$ cat src/rtl/stopwatch_pkg.sv
// Shared state encoding and display-range limits for the stopwatch controller.
package stopwatch_pkg;

  typedef enum logic [1:0] {
    IDLE    = 2'd0,
    RUN     = 2'd1,
    RUN_LAP = 2'd2,
    PAUSE   = 2'd3
  } state_t;

  localparam int CS_MAX  = 99;
  localparam int SEC_MAX = 59;
  localparam int MIN_MAX = 59;

endpackage

$ cat src/rtl/time_counter.sv
// mm:ss.cc cascade counter with clear, single-step increment and a wrap pulse
// that fires combinationally on the increment that rolls 59:59.99 to zero.
module time_counter
  import stopwatch_pkg::*;
(
  input  logic       clk,
  input  logic       rst,
  input  logic       clr,
  input  logic       inc,
  output logic [5:0] minutes,
  output logic [5:0] seconds,
  output logic [6:0] centiseconds,
  output logic       wrap
);

  logic cs_top;
  logic sec_top;
  logic min_top;

  assign cs_top  = (centiseconds == 7'(CS_MAX));
  assign sec_top = (seconds == 6'(SEC_MAX));
  assign min_top = (minutes == 6'(MIN_MAX));
  assign wrap    = inc && cs_top && sec_top && min_top;

  always_ff @(posedge clk) begin
    if (rst || clr) begin
      minutes      <= '0;
      seconds      <= '0;
      centiseconds <= '0;
    end else if (inc) begin
      if (!cs_top) begin
        centiseconds <= centiseconds + 7'd1;
      end else begin
        centiseconds <= '0;
        if (!sec_top) begin
          seconds <= seconds + 6'd1;
        end else begin
          seconds <= '0;
          minutes <= min_top ? 6'd0 : minutes + 6'd1;
        end
      end
    end
  end

endmodule

$ cat src/rtl/stopwatch_controller.sv
// Stopwatch FSM with prescaled tick, lap freeze and sticky overflow; the display
// shows the frozen lap value in RUN_LAP and the live count otherwise.
module stopwatch_controller
  import stopwatch_pkg::*;
#(
  parameter int CLK_FREQ = 100_000_000,
  parameter int TICK_HZ  = 100
) (
  input  logic       clk,
  input  logic       rst,
  input  logic       btn_start_stop,
  input  logic       btn_lap,
  input  logic       btn_clear,
  output logic [5:0] minutes,
  output logic [5:0] seconds,
  output logic [6:0] centiseconds,
  output logic       running,
  output logic       lap_active,
  output logic       overflow
);

  // DIV must be at least 2 so the prescaler has a distinct terminal value.
  localparam int DIV = CLK_FREQ / TICK_HZ;
  localparam int PW  = (DIV > 1) ? $clog2(DIV) : 1;
  localparam logic [PW-1:0] TOP = PW'(DIV - 1);

  state_t        state;
  logic [PW-1:0] prescaler;
  logic          counting;
  logic          tick;
  logic          wrap;
  logic [5:0]    live_min;
  logic [5:0]    live_sec;
  logic [6:0]    live_cs;
  logic [5:0]    lap_min;
  logic [5:0]    lap_sec;
  logic [6:0]    lap_cs;

  assign counting = (state == RUN) || (state == RUN_LAP);
  assign tick     = counting && (prescaler == TOP);

  time_counter u_live (
    .clk          (clk),
    .rst          (rst),
    .clr          (btn_clear),
    .inc          (tick),
    .minutes      (live_min),
    .seconds      (live_sec),
    .centiseconds (live_cs),
    .wrap         (wrap)
  );

  // Clear beats start_stop, which beats lap; the prescaler only advances while running.
  always_ff @(posedge clk) begin
    if (rst || btn_clear) begin
      state      <= IDLE;
      prescaler  <= '0;
      running    <= 1'b0;
      lap_active <= 1'b0;
      overflow   <= 1'b0;
      lap_min    <= '0;
      lap_sec    <= '0;
      lap_cs     <= '0;
    end else begin
      if (counting) prescaler <= tick ? '0 : prescaler + PW'(1);
      if (wrap) overflow <= 1'b1;
      case (state)
        IDLE: begin
          if (btn_start_stop) begin
            state   <= RUN;
            running <= 1'b1;
          end
        end
        RUN: begin
          if (btn_start_stop) begin
            state   <= PAUSE;
            running <= 1'b0;
          end else if (btn_lap) begin
            state      <= RUN_LAP;
            lap_active <= 1'b1;
            lap_min    <= live_min;
            lap_sec    <= live_sec;
            lap_cs     <= live_cs;
          end
        end
        RUN_LAP: begin
          if (btn_start_stop) begin
            state      <= PAUSE;
            running    <= 1'b0;
            lap_active <= 1'b0;
          end else if (btn_lap) begin
            state      <= RUN;
            lap_active <= 1'b0;
          end
        end
        PAUSE: begin
          if (btn_start_stop) begin
            state   <= RUN;
            running <= 1'b1;
          end
        end
        default: state <= IDLE;
      endcase
    end
  end

  assign minutes      = lap_active ? lap_min : live_min;
  assign seconds      = lap_active ? lap_sec : live_sec;
  assign centiseconds = lap_active ? lap_cs  : live_cs;

endmodule

$ cat config.mk
export PLATFORM = sky130hd
export DESIGN_NAME = stopwatch_controller
export DESIGN_NICKNAME = d
export VERILOG_FILES = /design/src/rtl/stopwatch_pkg.sv /design/src/rtl/time_counter.sv /design/src/rtl/stopwatch_controller.sv
export SDC_FILE = /design/constraint.sdc
export NUM_CORES = 1
export LEC_CHECK = 0
export BUFFER_PORTS_ARGS = -buffer_cell sky130_fd_sc_hd__buf_4
export CAP_MARGIN = 20
export CORE_UTILIZATION = 45
export CTS_CLUSTER_SIZE = 25
export DETAILED_ROUTE_END_ITERATION = 10
export HOLD_SLACK_MARGIN = 0.1
export PLACE_DENSITY = 0.61
export SETUP_SLACK_MARGIN = 0.05
export SLEW_MARGIN = 10
export SYNTH_ARGS = -nofsm -noshare
export SYNTH_HDL_FRONTEND = slang
export SYNTH_SLANG_ARGS = --single-unit
$ cat constraint.sdc
create_clock -name clk -period 4.6 [get_ports clk]
set_input_delay 0.46 -clock clk [delete_from_list [all_inputs] [get_ports clk]]
set_output_delay 0.46 -clock clk [all_outputs]
set_load 0.1 [all_outputs]
=== Word-level counts from Yosys, hierarchy flattened ===
Index checks and enable logic that the tools add are counted.

* Register bits after elaboration: 63
* Input bits: 5
* Output and inout port bits: 22
* Logic and storage cells: 66

* Add/subtract/negate cells: 4
* Equal/unequal tests: 13
* Multiplexer cells: 21
* Bitwise gates (word level): 1
* Reduce and logical (&&, ||, !) cells: 16

{| class="wikitable"
|+ Operators with widths
! cell !! number
|-
| two-way mux 6 bit || 4
|-
| adder 20 x 1 -> 20 bit (second input constant) || 1
|-
| equality test 20 bit (second input constant) || 1
|-
| two-way mux 20 bit || 1
|-
| two-way mux 7 bit || 2
|-
| adder 6 x 1 -> 6 bit (second input constant) || 2
|-
| equality test 6 bit (second input constant) || 2
|-
| two-way mux 2 bit || 5
|-
| AND reduction 3 bit || 3
|-
| adder 7 x 1 -> 7 bit (second input constant) || 1
|-
| equality test 7 bit (second input constant) || 1
|-
| two-way mux 1 bit || 6
|-
| != test 3 bit (second input constant) || 2
|-
| one-hot mux 2 bit (3 select lines) || 1
|-
| equality test 2 bit (second input constant) || 2
|-
| logical AND 1 bit || 4
|-
| != test 2 x 1 -> 1 bit (second input constant) || 2
|-
| != test 2 bit (second input constant) || 2
|-
| one-hot mux 1 bit (2 select lines) || 2
|-
| AND reduction 2 bit || 2
|-
| AND reduction 4 bit || 1
|-
| OR reduction 2 bit || 2
|-
| equality test 2 x 1 -> 1 bit (second input constant) || 1
|-
| zero test 2 bit || 1
|-
| other kinds (3) || 4
|}

=== Depth between registers and ports, before layout ===
Gate-level depths: netlist (run 1).

* Word-level depth: 6
* Gate-level depth with buffers: 8
* Depth with buffers taken out: 7

=== Modules after synthesis ===
Synthesis (run 1) repeated with hierarchy kept, for this count alone.

* Cells, all modules: 356
* Area, all modules: 3045.4 um^2

{| class="wikitable"
|+ By module, submodules not included
! module !! times used !! cells an instance !! area each (um^2) !! seq. area each (um^2)
|-
| stopwatch_controller || 1 || 247 || 2105.8 || 880.8
|-
| time_counter || 1 || 109 || 939.7 || 380.4
|}

=== Worst setup path after synthesis (run 1) ===
OpenSTA, ideal clock, no wires.

* Kind: reg2out
* Start: register lap_active
* End: output centiseconds[2]
* Arrival: 3.137 ns
* Data required time: 4.140 ns
* Slack: 1.003 ns
* Cell stages (with the launch flop): 3
* Buffers on the path: 1
* Cells stage by stage: dfxtp_1 buf_1 o21ai_0

* Longest elaborated chain between the ends: 1

{| class="wikitable"
|+ RTL lines
! item !! line !! source
|-
| start: declaration || stopwatch_controller.sv:18 || <nowiki>output logic lap_active,</nowiki>
|-
| start signal: assignment || stopwatch_controller.sv:59 || <nowiki>lap_active <= 1'b0;</nowiki>
|-
| start signal: assignment || stopwatch_controller.sv:80 || <nowiki>lap_active <= 1'b1;</nowiki>
|-
| start signal: assignment || stopwatch_controller.sv:90 || <nowiki>lap_active <= 1'b0;</nowiki>
|-
| two-way mux 7 bit || stopwatch_controller.sv:109 || <nowiki>assign centiseconds = lap_active ? lap_cs : live_cs;</nowiki>
|-
| end: declaration || stopwatch_controller.sv:16 || <nowiki>output logic [6:0] centiseconds,</nowiki>
|}

Every way passes these cells.

=== Final worst setup path (run 1) ===
* Start: register state[0]
* End: register u_live.seconds[5]

* Longest elaborated chain between the ends: 4
* Elaborated cells on any way between the ends: 5
* Those cells by class: eq/ne: 2; reduce/logical: 3

{| class="wikitable"
|+ RTL lines
! item !! line !! source
|-
| start: declaration || stopwatch_controller.sv:27 || <nowiki>state_t state;</nowiki>
|-
| start signal: assignment || stopwatch_controller.sv:56 || <nowiki>state <= IDLE;</nowiki>
|-
| start signal: assignment || stopwatch_controller.sv:70 || <nowiki>state <= RUN;</nowiki>
|-
| start signal: assignment || stopwatch_controller.sv:76 || <nowiki>state <= PAUSE;</nowiki>
|-
| equality test 2 x 1 -> 1 bit or equality test 2 bit (tied branches) || stopwatch_controller.sv:39 || <nowiki>assign counting = (state == RUN) || (state == RUN_LAP);</nowiki>
|-
| logical OR 1 bit * || stopwatch_controller.sv:39 ||
|-
| logical AND 1 bit * || stopwatch_controller.sv:40 || <nowiki>assign tick = counting && (prescaler == TOP);</nowiki>
|-
| AND reduction 2 bit (no source line) * || n/a ||
|-
| end signal: assignment || time_counter.sv:36 || <nowiki>seconds <= seconds + 6'd1;</nowiki>
|-
| end: declaration || time_counter.sv:11 || <nowiki>output logic [5:0] seconds,</nowiki>
|}

Every way passes the cells marked *; elsewhere a longest branch is shown, timed or not.
A chain may end at the register's enable or synchronous reset.

==> run metrics, run 1 <==
die area=7130 sq um; # placed instances=449; Tightest Hold Check Type=input pin to flip-flop; CP required=roughly 4.9 ns; post-synthesis simple-gate area fraction=0.278; startpoint types=flip-flop; Finished Cell Area=3480 sq um; EDFF count, synth=0; Crit. End Element=flip-flop; Mapped Area=3060 sq um; PwrDens=309 nW/um^2; Final Net Count=just under 400; global route overflow=0; R2R Path Start=state[0]$_SDFFE_PP0P_; Synth Area in XOR/XNOR=0.0544; ANT cells=0; Synth Area in Adders=0.0286; Avg Cell Area, Syn=8.40 sq um; met3 usage=0.0501; syn_nets=376; antenna violations before repair=0; # rows=29; GRT met1 Usage=0.247; minimum hold slack=around 0.39 ns; total routed wirelength=roughly 6300 microns; max-capacitance violation count=0; final cell count without fillers=around 460; vias=2499; RSZ-0062 raised after global routing=false; Least-Margin Pin Slew=1.01 ns; Clock Skew=0.00613 ns; Area Growth Syn to Fin=13.7%; # IOs=27; TritonCTS Buffers=9; CP peak stage delay=0.76 ns; cell taking the most area after synthesis=dfxtp_1; hold buffer count at CTS=0; worst slack, placed=1.91 ns; Root Buffer=clkbuf_8; Leak Pwr=1.29 nW; Yosys cell types=48; largest net degree at the start of global routing=44; Antenna Violating Nets Remaining=0; post-synthesis sequential element count=63; CP max FO=14; GRT Util Overall=0.193; PortBufs=26; Final min period=2.69 ns; yosys warns=0; vias in the first global route=2377; global-route wire length before repair=10900 microns; Reg clk slew, reported paths=0.07 ns; CTS tree=done; Hold Crit Depth=2; crit path kind=flip-flop to flip-flop; post-cts gate resize count=0; # DRC=3; clk_lat worst skew=~0.34 ns; post-synthesis mux area share=0.0794; Slew Limit Fails=0; top-area cell type share of the netlist area=0.412; setup tns final=0 ns; Peak Freq=about 370 MHz; ratio of cells with drive above 1 in the final layout=0.186; Final WS setup=1.91 ns; post-layout util=0.539; Synth Area in Compound Gates=0.116; Hold Crit Start=btn_start_stop; cell count after synthesis=364; vias per cell=5.39; status=complete, but fails checks; Post CTS Setup Buffer Count=0; Num Clock Sinks=63; Slew headroom=0.325; placed inst area=3280 sq um; Synth Flop Type=dfxtp_1; Post-synth ARST share=0; GR Layer Usage met2=0.307; H-tree depth=3; R2R depth=7; CORE AREA=6460 sq um; Die X=about 84 microns; largest family of logic cells by synthesized area=simple AND/OR/NAND/NOR gates; 1st-iter DRT viols=71; Die Y=84.4 microns; Critical Path AT=2.94 ns; sequential element share of the synthesized area=0.412; starting density of the core=0.473; crit path max-delay cell type=nor4_4; failing checks=DRC; CP cell instances=inv_1, ha_1, and3b_1, nand3_1, nor4_4, a41oi_1, a311oi_1; Final Wtd Congestion=0.778; global routing's busiest layer=met2; dpl hpwl=4200 microns; Crit. Startpoint=state[0]$_SDFFE_PP0P_; Detailed Routing Iterations Pass 1=7; Tcrit/Tclk final=0.585; Design Power=1.07 mW; Synth area leaders=dfxtp_1, nand2_1, mux2_2; # fillers=629; Final Hold Viols=0; Max VDD drop=0.000233 V; CTS max path bufs=2; Routed WL per cell=13.5 microns; Setup-failing EPs final=0
==> worst max-delay path: cells and delay by family (launching register included) <==
kind	cells	cell delay [ns]
fa+ha+maj	1	0.42
compound gates	2	0.46
buf+inv	1	0.06
flops	1	0.38
simple gates	3	1.27
==> state kept, by name, indices dropped and copies added (netlist names) <==
name,cells
prescaler,20
lap_cs,7
u_live.centiseconds,7
lap_min,6
lap_sec,6
u_live.minutes,6
u_live.seconds,6
state,2
lap_active,1
overflow,1
running,1
==> layer usage <==
metal  part of all wire  vias up
li1                   -     1309
met1               0.49     1144
met2               0.46       39
met3              0.035        7
met4              0.013        0
met5                  0        -
==> power by group <==
| part | internal (mW) | total, mW | switching, mW |
|---|---|---|---|
| clock | 0.274 | 0.485 | 0.211 |
| sequential | 0.548 | 0.550 | 0.00274 |
| combinational | 0.0117 | 0.0384 | 0.0267 |
==> final cells by class <==
cell class	instances	area [sq um]	area share
clock buffer	11	151	0.0435
clock inverter	4	45.0	0.0129
inverter	5	18.8	0.00540
multi-input combinational	277	1700	0.490
sequential	63	1260	0.363
tap	77	96.3	0.0277
timing repair buffer	27	203	0.0583
==> synthesized netlist by cell type, types with 4 or more instances <==
library cell,instances
xnor2_1,6
ha_1,7
clkbuf_1,15
dfxtp_1,63
o21ai_0,6
mux2i_1,4
nor2_1,42
nand2_1,61
mux2_2,18
nand3_1,18
inv_1,5
xor2_1,13
and3_1,7
a311oi_1,4
a21oi_1,32
nand3b_1,4
nand4_1,7
==> worst paths after layout <==
kind                                                        to  slack, ns
worst max-delay path            u_live.seconds[5]$_SDFFE_PP0P_       1.91
worst min-delay path                     state[1]$_SDFFE_PP0P_       0.39
worst max register to register  u_live.seconds[5]$_SDFFE_PP0P_       1.91
worst min register to register          lap_cs[0]$_SDFFE_PP0P_       0.45
==> cell usage in the layout (no fill, tap or decap), types with 3 or more instances in the layout <==
cell type and instances:
and3_1 7, dfxtp_1 63, nor3_1 3, or2_2 3
ha_1 7, a21oi_1 32, mux2i_1 4, buf_4 27
nand4_1 7, and2_1 3, nand3b_1 4, mux2_2 18
nand2_1 61, or3_1 3, a211oi_1 3, o31ai_1 3
xnor2_1 6, inv_1 5, a311oi_1 4, nor2_1 42
nand3_1 18, o21ai_0 6, clkbuf_8 11, clkinv_2 3
xor2_1 13
==> cells by family after synthesis <==
logic type | Yosys count
fa+ha+maj | 7
buf+inv | 24
simple gates | 171
compound gates | 58
xor+xnor | 19
flops | 63
mux | 22
No activity file was read; power rests on OpenSTA's default activity.
==> run 2, diff against run 1 <==
--- a/config.mk
+++ b/config.mk
@@ -11,7 +11,7 @@
 export CTS_CLUSTER_SIZE = 25
 export DETAILED_ROUTE_END_ITERATION = 10
 export HOLD_SLACK_MARGIN = 0.1
-export PLACE_DENSITY = 0.61
+export PLACE_DENSITY = 0.63
 export SETUP_SLACK_MARGIN = 0.05
 export SLEW_MARGIN = 10
 export SYNTH_ARGS = -nofsm -noshare
==> constraint.sdc (replaced) <==
create_clock -name clk -period 2.2 [get_ports clk]
set_input_delay 0.22 -clock clk [delete_from_list [all_inputs] [get_ports clk]]
set_output_delay 0.22 -clock clk [all_outputs]
set_load 0.1 [all_outputs]
==> run metrics, run 2 (same netlist as run 1, synthesis figures left out) <==
status=complete, but fails checks; failing checks=DRC; RSZ-0062 raised after global routing=true; crit path max-delay cell type=or4_4; vias per cell=5.40 (+0.32%); Final Wtd Congestion=0.839 (+7.8%); placed inst area=3470 sq um (+5.6%); Die X=84.4 microns (unchanged); hold buffer count at CTS=0 (unchanged); Final Hold Viols=0 (unchanged); Peak Freq=478 MHz (+29%); CTS tree=done; setup tns final=0 ns (unchanged); reg2reg setup slack=0.11 ns (-1.80 ns); Regs by FF count=prescaler (20), lap_cs (7), u_live.centiseconds (7); crit path kind=flip-flop to flip-flop; Least-Margin Pin Slew=0.866 ns (-0.145 ns); Die Y=84.4 microns (unchanged); Crit. Startpoint=state[1]$_SDFFE_PP0P_; Max VDD drop=0.000290 V (+25%); starting density of the core=0.473 (unchanged); Clock Skew=0.00821 ns (+0.00209 ns); worst slack, placed=0.0765 ns (-1.84 ns); R2R Path Start=state[1]$_SDFFE_PP0P_; Num Clock Sinks=63 (unchanged); GRT Util Overall=0.193 (about the same); global route overflow=0 (unchanged); largest net degree at the start of global routing=44 (unchanged); TritonCTS Buffers=9 (unchanged); clk_lat worst skew=0.34 ns (about the same); Detailed Routing Iterations Pass 1=9 (+2); vias in the first global route=2486 (+4.6%); antenna violations before repair=0 (unchanged); Finished Cell Area=3790 sq um (+9.0%); Crit path depth=7 (unchanged); global-route wire length before repair=11000 microns (+0.89%); # DRC=8 (+5); Setup-failing EPs final=0 (unchanged); Crit. End Element=flip-flop; R2R depth=7 (unchanged); most common cell after layout, fill and taps aside=nand2_1; Antenna Violating Nets Remaining=0 (unchanged); Root Buffer=clkbuf_8; Tcrit/Tclk final=0.951 (+0.367); Worst setup endpoint=u_live.centiseconds[5]$_SDFFE_PP0N_; max-capacitance violation count=0 (unchanged); CP cell instances=ha_4, nand3b_1, and4bb_2, buf_4, nand2_4, or4_4, a211oi_2; vias=2707 (+8.3%); Final Net Count=431 (+9.1%); CP required=2.46 ns (-2.39 ns); # rows=29 (unchanged); CP max FO=7 (-7); Critical Path AT=2.35 ns (-0.59 ns); 1st-iter DRT viols=112 (+58%); CTS max path bufs=2 (unchanged); Tightest Hold Check Type=input pin to flip-flop; startpoint types=flip-flop; Reg-to-Reg End=u_live.centiseconds[5]$_SDFFE_PP0N_; Leak Pwr=1.49 nW (+15%); die area=7130 sq um (unchanged); CORE AREA=6460 sq um (unchanged); Reg area=1270 sq um (+0.40%); total routed wirelength=6650 microns (+5.8%); Final min period=2.09 ns (-0.597 ns); # IOs=27 (unchanged); Slew headroom=0.422 (+0.0973); Reg clk slew, reported paths=0.07 ns (about the same); PortBufs=26 (unchanged); Area Growth Syn to Fin=24.0%; Routed WL per cell=13.3 microns (-2.1%); CP top delay family=simple AND/OR/NAND/NOR gates; Hold Crit Depth=2 (unchanged); Buf+Inv Stages, Crit Path=1 (unchanged); multi-input logic area=1730 sq um (+1.3%); H-tree depth=3 (unchanged); Slew Limit Fails=0 (unchanged); CP peak stage delay=0.52 ns (-0.24 ns); Most flops, register=prescaler; ANT cells=0 (unchanged); ratio of cells with drive above 1 in the final layout=0.274 (+0.0875); max reg flops=20 (unchanged); Design Power=2.29 mW (+110%); PwrDens=604 nW/um^2 (+96%); dpl hpwl=4440 microns (+5.8%); Final WS setup=0.108 ns (-1.80 ns); # fillers=610 (-3.0%); commonest cells after routing, fill and taps aside=nand2_1, buf_4, dfxtp_1, nor2_1, a21oi_1
[run 2: cell count changes in the layout (fill, tap and decap cells not counted), sizes merged]
| cell | previous run | this run |
|---|---|---|
| buf | 27 | 63 |
| clkinv | 3 | 2 |
| clkbuf | 11 | 13 |
[run 2: layout make-up]
type,count,share of cell area
well taps,77,0.0254
clock inverters,3,0.0106
repair buffers,63,0.125
inverters,5,0.00495
flip-flops and latches,63,0.334
multi-input cells,277,0.455
clock buffers,13,0.0446
[run 2: how the worst min path moves through the flow]
stage / from / endpoint / slack [ns]
floorplan: btn_lap / lap_active$_SDFFE_PP0P_ / 0.42
global placement: lap_min[1]$_SDFFE_PP0P_ / lap_min[1]$_SDFFE_PP0P_ / 0.44
detailed placement: lap_min[0]$_SDFFE_PP0P_ / lap_min[0]$_SDFFE_PP0P_ / 0.45
CTS: btn_start_stop / state[1]$_SDFFE_PP0P_ / 0.14
global route: btn_start_stop / state[1]$_SDFFE_PP0P_ / 0.15
finish: btn_start_stop / state[1]$_SDFFE_PP0P_ / 0.15
[run 2: stage by stage]
stage	util	std cells	hold slack (ns)
after floorplan	-	364	0.420
after global placement	0.537	473	0.438
after detailed placement	0.537	473	0.447
after CTS	0.569	489	0.141
after global routing	0.587	501	0.152
final	0.587	501	0.145
[run 2: power by group]
part           leakage (nW)  switching (mW)  total, mW  internal, mW
registers             0.509         0.00606       1.15          1.15
clock network         0.109           0.436       1.05         0.613
logic                 0.872          0.0579     0.0902        0.0322
[run 2: worst reg2reg max path: cells and delay by family, from the launching register on]
kind,cells,cell delay [ns]
flip-flops,1,0.34
AND/OR/NAND/NOR,4,1.09
adder cells (fa/ha/maj),1,0.24
buffers and inverters,1,0.13
AO/OA/AOI/OAI,1,0.22
[run 2: what timing repair did]
item,4_1_cts,5_1_grt
gates resized for setup,0,8
endpoints found under the setup margin,0,10
setup buffers,0,10
[run 2: routing by layer]
layer,wire (microns),vias up,track usage
met5,0,-,0
met4,110,0,0.0971
met3,214,11,0.0354
met2,3110,43,0.326
met1,3210,1274,0.236
li1,-,1379,-
